## src/rtl/fabric_instr_dispatcher.sv

```systemverilog
// Streams a program of instruction words onto per-row fabric buses, calls every loaded row,
// then waits for each called row to return (optionally bounded by a timeout).
module fabric_instr_dispatcher #(
  parameter int unsigned ROWS             = 2,
  parameter int unsigned INSTR_DATA_WIDTH = 32,
  parameter int unsigned INSTR_ADDR_WIDTH = 4,
  parameter int unsigned INSTR_HOPS_WIDTH = 4,
  parameter int unsigned ROW_W            = (ROWS > 1) ? $clog2(ROWS) : 1,
  parameter int unsigned TIMEOUT_WIDTH    = 16
) (
  input  logic                                   clk,
  input  logic                                   rst,
  input  logic                                   start,
  input  logic                                   s_valid,
  output logic                                   s_ready,
  input  logic [ROW_W-1:0]                       s_row,
  input  logic [INSTR_ADDR_WIDTH-1:0]            s_addr,
  input  logic [INSTR_HOPS_WIDTH-1:0]            s_hops,
  input  logic [INSTR_DATA_WIDTH-1:0]            s_data,
  input  logic                                   s_last,
  input  logic [TIMEOUT_WIDTH-1:0]               timeout_limit,
  output logic [ROWS-1:0][INSTR_DATA_WIDTH-1:0]  instr_data_out,
  output logic [ROWS-1:0][INSTR_ADDR_WIDTH-1:0]  instr_addr_out,
  output logic [ROWS-1:0][INSTR_HOPS_WIDTH-1:0]  instr_hops_out,
  output logic [ROWS-1:0]                        instr_en_out,
  output logic [ROWS-1:0]                        call,
  input  logic [ROWS-1:0]                        ret,
  output logic                                   busy,
  output logic                                   done,
  output logic                                   timeout,
  output logic                                   bad_row
);

  typedef enum logic [2:0] {StIdle, StLoad, StCall, StWait, StFin} state_e;

  state_e r_state, w_state_next;

  logic [ROWS-1:0][INSTR_DATA_WIDTH-1:0] r_data;
  logic [ROWS-1:0][INSTR_ADDR_WIDTH-1:0] r_addr;
  logic [ROWS-1:0][INSTR_HOPS_WIDTH-1:0] r_hops;
  logic [ROWS-1:0]                       r_en;
  logic [ROWS-1:0]                       r_call;
  logic [ROWS-1:0]                       r_row_mask;
  logic [ROWS-1:0]                       r_ret_seen;
  logic [ROWS-1:0]                       r_prev_ret;
  logic [TIMEOUT_WIDTH-1:0]              r_cnt;
  logic                                  r_timeout;
  logic                                  r_bad_row;

  logic                     w_accept;
  logic                     w_row_ok;
  logic [ROWS-1:0]          w_row_bit;
  logic [ROWS-1:0]          w_mask_next;
  logic [ROWS-1:0]          w_seen;
  logic                     w_complete;
  logic                     w_tmo_hit;
  logic [TIMEOUT_WIDTH-1:0] w_limit_m1;

  always_comb begin
    w_accept = (r_state == StLoad) && s_valid;
    w_row_ok = int'(s_row) < int'(ROWS);
    for (int r = 0; r < int'(ROWS); r++) begin
      w_row_bit[r] = w_row_ok && (int'(s_row) == r);
    end
    w_mask_next = r_row_mask | (w_accept ? w_row_bit : '0);
    // Only a fresh low-to-high transition on a called row counts as a return.
    w_seen      = r_ret_seen | (ret & ~r_prev_ret & r_row_mask);
    w_complete  = (w_seen & r_row_mask) == r_row_mask;
    w_limit_m1  = timeout_limit - TIMEOUT_WIDTH'(1);
    w_tmo_hit   = (timeout_limit != '0) && (r_cnt == w_limit_m1);
  end

  always_comb begin
    w_state_next = r_state;
    unique case (r_state)
      StIdle: if (start) w_state_next = StLoad;
      StLoad: begin
        if (w_accept && s_last) w_state_next = (w_mask_next != '0) ? StCall : StFin;
      end
      StCall: w_state_next = StWait;
      StWait: if (w_complete || w_tmo_hit) w_state_next = StFin;
      StFin:  w_state_next = StIdle;
      default: w_state_next = StIdle;
    endcase
  end

  always_ff @(posedge clk) begin
    if (rst) begin
      r_state    <= StIdle;
      r_data     <= '0;
      r_addr     <= '0;
      r_hops     <= '0;
      r_en       <= '0;
      r_call     <= '0;
      r_row_mask <= '0;
      r_ret_seen <= '0;
      r_prev_ret <= '0;
      r_cnt      <= '0;
      r_timeout  <= 1'b0;
      r_bad_row  <= 1'b0;
    end else begin
      r_state    <= w_state_next;
      r_en       <= '0;
      r_call     <= '0;
      r_prev_ret <= ret;
      unique case (r_state)
        StIdle: begin
          if (start) begin
            r_row_mask <= '0;
            r_ret_seen <= '0;
            r_timeout  <= 1'b0;
            r_bad_row  <= 1'b0;
          end
        end
        StLoad: begin
          if (w_accept) begin
            r_row_mask <= w_mask_next;
            r_en       <= w_row_bit;
            if (!w_row_ok) r_bad_row <= 1'b1;
            for (int r = 0; r < int'(ROWS); r++) begin
              if (w_row_bit[r]) begin
                r_data[r] <= s_data;
                r_addr[r] <= s_addr;
                r_hops[r] <= s_hops;
              end
            end
          end
        end
        StCall: begin
          // Call is registered so the last instruction strobe leads it by a cycle.
          r_call <= r_row_mask;
          r_cnt  <= '0;
        end
        StWait: begin
          r_ret_seen <= w_seen;
          if (!w_complete) begin
            if (w_tmo_hit) r_timeout <= 1'b1;
            if (r_cnt != '1) r_cnt <= r_cnt + TIMEOUT_WIDTH'(1);
          end
        end
        default: ;
      endcase
    end
  end

  assign s_ready        = (r_state == StLoad);
  assign busy           = (r_state != StIdle);
  assign done           = (r_state == StFin);
  assign instr_data_out = r_data;
  assign instr_addr_out = r_addr;
  assign instr_hops_out = r_hops;
  assign instr_en_out   = r_en;
  assign call           = r_call;
  assign timeout        = r_timeout;
  assign bad_row        = r_bad_row;

endmodule
```

## config.mk

```make
export PLATFORM = sky130hd
export DESIGN_NAME = fabric_instr_dispatcher
export DESIGN_NICKNAME = d
export VERILOG_FILES = /design/src/rtl/fabric_instr_dispatcher.sv
export SDC_FILE = /design/constraint.sdc
export NUM_CORES = 1
export LEC_CHECK = 0
export ABC_AREA = 1
export ABC_CLOCK_PERIOD_IN_PS = 2280
export CORE_MARGIN = 2
export CORE_UTILIZATION = 30
export DETAILED_ROUTE_END_ITERATION = 10
export PLACE_DENSITY = 0.59
export SKIP_LAST_GASP = 1
export SLEW_MARGIN = 15
export SYNTH_ARGS = -nofsm -noshare
export SYNTH_HDL_FRONTEND = slang
export SYNTH_SLANG_ARGS = --single-unit
```

## constraint.sdc

```tcl
create_clock -name clk -period 2.28 [get_ports clk]
set_input_delay 0.456 -clock clk [delete_from_list [all_inputs] [get_ports clk]]
set_output_delay 0.456 -clock clk [all_outputs]
set_load 0.01 [all_outputs]
```

# == Word-level counts from Yosys, hierarchy flattened ==
# Cells that the tools add are included.
# word_totals
rom_bits,0
memories,0
wordCells,77
ramBits,0
register_bits,110
latchBits,0
# classes
n_bitwise,10
multipliers,0
reduce_logical,20
n_lt_le_gt_ge,0
div,0
n_addsub,2
mux,17
n_eq_ne,14
shift,0
# op_table
operator,n
two-way mux 16 bit,2
case mux 16 bit (2 select lines),1
adder 16 x 1 -> 16 bit (second input constant),1
equality test 16 bit,1
inequality test 16 bit (second input constant),1
nonzero test 16 bit,1
subtractor 16 x 1 -> 16 bit (second input constant),1
AND reduction 3 bit,5
two-way mux 3 bit,4
case mux 3 bit (4 select lines),1
inequality test 2 bit (second input constant),5
case mux 2 bit (2 select lines),2
nonzero test 2 bit,4
AND 2 bit,3
equality test 3 x 2 -> 1 bit (second input constant),2
two-way mux 2 bit,3
inequality test 2 x 1 -> 1 bit (second input constant),2
inverter 1 bit,4
OR 2 bit,2
AND reduction 4 bit,1
OR reduction 2 bit,2
equality test 3 x 1 -> 1 bit (second input constant),1
equality test 3 bit (second input constant),1
logical AND 1 bit,3
other kinds (8),10

# == Logic depth before layout (Yosys ltp) ==
# depth
depth_word,9
mapped_depth,17

# == Least setup slack after synthesis ==
# No wires, ideal clock.
# synth_timing
kind,input-to-reg
startpoint,in timeout_limit[0]
endpoint,reg r_state[0]
setup_time_ns,0.109
path_slack_ns,0.483
path_stages,15
path_buffers,0
required_ns,2.171
arrival_time_ns,1.688
path_cell_list,inv_1 ha_1 nand2_1 nor2_1 nand3_1 nand3_1 nand2_1 nor2_1 nand2_1 nor2_2 nand2_1 nand3_2 nand3_1 nand2_1 inv_1
# synth_via
elab_chain_len,6
word_cells_on_any_way,7
# synth_rtl
item,line,text
start: declaration,21,"input logic [TIMEOUT_WIDTH-1:0] timeout_limit,"
subtractor 16 x 1 -> 16 bit,69,w_limit_m1 = timeout_limit - TIMEOUT_WIDTH'(1);
equality test 16 bit,70,w_tmo_hit = (timeout_limit != '0) && (r_cnt == w_limit_m1);
logical AND 1 bit (*),70,
logical OR 1 bit (*),81,StWait: if (w_complete || w_tmo_hit) w_state_next = StFin;
inequality test 2 bit (no line) (*),--,
AND reduction 3 bit (no line) (*),--,
end signal: assignment,89,r_state <= StIdle;
end signal: assignment,102,r_state <= w_state_next;
end: declaration,36,"state_e r_state, w_state_next;"
# Every way passes the cells marked *; elsewhere a longest branch is shown, timed or not.
# A chain may end at the register's enable or synchronous reset.

# == Worst setup path after layout ==
# layout_timing
startpoint,reg r_state[0]
endpoint,out s_ready
# layout_via
elab_chain_len,1
# layout_rtl
item,line,text
equality test 3 x 1 -> 1 bit,146,assign s_ready = (r_state == StLoad);
end: declaration,15,"output logic s_ready,"
# Every way passes these cells.

==> metrics.txt <==
GP Congestion=0.8524; Hold Path Class=register to register; switch share=0.2462; vias in the first global route=4663; Max Fclk=475.4 MHz; IO Pins=153; clk sink count=110; Max Transition Viols Final=0; endpoints failing setup=0; Design Area, Final=0.007239 mm^2; top_reg_cell synth=dfxtp_1; Ys Warns=0; drt first pass iters=4; mean area per synthesized cell=7.017 um^2; cts bufs inserted=9; Worst Setup Slack post-DPL=-0.1324 ns; Max Buffers Root-to-Sink=2; async set or reset register ratio after synthesis=0; FF+latch count, synth=110; post-route ant nets=0; Power Density=597.8 mW/mm^2; worst setup margin=0.1766 ns; CP Launch Type=register; hpwl dp=10650 um; number of port buffers=151; wire per inst=13.91 um; Clk pin slew, worst setup/hold paths=0.07 ns; RSZ-0062 raised after global routing=false; Final Hold Fails=0; DR vias/cell=4.660; setup_tns=0 ns; DRC=0; final WL=15250 um; first-pass GRT wire length=24130 um; Int Pwr=0.003262 W; Area after DPL=0.006910 mm^2; outcome=complete, no violations; switching power=0.001066 W; Comb pwr share=0.141; DR vias=5107; Root Buffer=clkbuf_16; Core Footprint=0.01664 mm^2; # diodes=0; CP arrival=1.65 ns; Worst EP required=1.82 ns; CP Capture Type=primary output; fin nets=937; commonest cells after routing, fill and taps aside=188 x nand2_1, 150 x clkdlybuf4s50_1, 110 x dfxtp_1; DR iter-0 viols=301; Starting Density=0.3078; Post-synth EDFFs=0; initial antenna violation count=0; P_leak=2.633 nW; register area share after synthesis=0.4299; Die X-Extent=134.7 um; CTS tree=yes; CP max FO=3; post-synthesis cell area=0.005122 mm^2; max-cap viol count=0; crit path time final=2.103 ns; proportion of layout cells with a drive suffix above 1=0.08333; VDD IR max=333.6 uV; Die H=134.7 um; Synth Net Count=796; commonest non-fill, non-tap cell in the layout=nand2_1; All-Layer GR Usage=0.1658; die area=0.01814 mm^2; post-synth cell types=37; sequential power share=0.462; clock share of power=0.397; Synth Instances=730; Crit Path Category=register to primary output; Clock Skew=0.006732 ns; fin crit share=0.9226; worst-skew pair later-pin latency=0.35 ns; row cnt=47; area grow syn2layout=41.33%; worst rel slew slack=0.6618; Worst-Margin Slew=0.5034 ns; pin count of the biggest net entering global routing=89; # H-tree levels=3; grt ovf=0
==> synth_stat cells, types with 2 or more instances <==
| cell | number | area share |
|---|---|---|
| clkbuf_1 | 28 | 0.021 |
| xor2_1 | 13 | 0.022 |
| nand4_1 | 7 | 0.0085 |
| or2_2 | 3 | 0.0037 |
| ha_1 | 2 | 0.0049 |
| o21ai_0 | 8 | 0.0078 |
| nand3b_1 | 6 | 0.0088 |
| xnor2_1 | 4 | 0.0068 |
| inv_1 | 52 | 0.038 |
| nand2_2 | 3 | 0.0037 |
| nand2_1 | 189 | 0.14 |
| o31ai_1 | 2 | 0.0029 |
| buf_6 | 2 | 0.0044 |
| inv_2 | 3 | 0.0022 |
| nor2_1 | 47 | 0.034 |
| dfxtp_1 | 110 | 0.43 |
| nand3_2 | 2 | 0.0039 |
| nor2_2 | 7 | 0.0085 |
| nor3_1 | 8 | 0.0078 |
| a21oi_2 | 9 | 0.015 |
| buf_2 | 10 | 0.0098 |
| nand3_1 | 107 | 0.10 |
| nor3_2 | 3 | 0.0059 |
| a21oi_1 | 92 | 0.090 |
==> stage by stage <==
step                      hold slack [ns]  instances  utilization  total power (W)
after floorplan                    0.4453        730            -         0.002330
after global placement             0.4480       1080       0.4152         0.002660
after detailed placement           0.4520       1080       0.4152         0.002658
after CTS                          0.4334       1096       0.4347         0.004393
after global routing               0.4510       1096       0.4350         0.004525
final                              0.4605       1096       0.4350         0.004328
==> power groups by stage <==
stage | Sequential [W] | Clock [W] | Combinational [W]
3_3_place_gp | 0.00204 | 0 | 0.000616
3_5_place_dp | 0.00204 | 0 | 0.000614
2_1_floorplan | 0.00206 | 0 | 0.000265
5_1_grt | 0.00201 | 0.00185 | 0.000675
4_1_cts | 0.00200 | 0.00178 | 0.000616
6_report | 0.00200 | 0.00172 | 0.000612
==> cell families after synthesis <==
| logic type | count (synthesis) | share of synthesized area |
|---|---|---|
| and+or+nand+nor | 386 | 0.3351 |
| buffers and inverters | 99 | 0.07889 |
| DFF | 110 | 0.4299 |
| AOI/OAI and AO/OA | 115 | 0.1214 |
| xor gates and xnor gates | 17 | 0.02907 |
| other | 1 | 0.0007321 |
| adders and majority gates | 2 | 0.004884 |
==> final timing paths <==
check / start / to / slack, ns / depth (start not counted)
max: r_state[0] / s_ready / 0.18 / 5
min: instr_hops_out[2] / instr_hops_out[2] / 0.46 / 2
max reg2reg: r_cnt[1] / r_cnt[0] / 0.35 / 10
min reg2reg: instr_hops_out[2] / instr_hops_out[2] / 0.46 / 2
==> what timing repair did <==
| item | CTS | global route |
|---|---|---|
| setup endpoints to repair | 0 | 2 |
| gates resized for setup | 0 | 2 |
| buffers inserted | 0 | 0 |
| hold endpoints to repair | 0 | 0 |
| hold buffers | 0 | 0 |
==> critical path: stages, from the launching register on <==
cell and delay (ns):
dfxtp_1 0.33, inv_1 0.05, nor2_1 0.12, nand2_1 0.13, inv_1 0.13, clkdlybuf4s50_1 0.54
==> final cells by class <==
cell class / instances / area, um^2
fillers: 1678 / 9403
multi-input cells: 521 / 2529
flip-flops and latches: 110 / 2202
repair buffers: 173 / 1699
well taps: 220 / 275.3
clock buffers: 12 / 246.5
inverters: 56 / 210.2
clock inverters: 4 / 77.57
==> routing by layer <==
layer  track usage  part of all wire
met5             0                 0
met4       0.05263             0.020
met3       0.03453             0.045
met2        0.2719              0.47
met1        0.2186              0.46
==> registers in the layout, indices dropped and copies added, names as in the netlist <==
register and count:
r_state 3, r_prev_ret 2, instr_hops_out 8, instr_data_out 64, r_ret_seen 2, instr_addr_out 8, r_cnt 16, call 2
r_row_mask 2, timeout 1, instr_en_out 2
No activity file was read; power rests on OpenSTA's default activity.
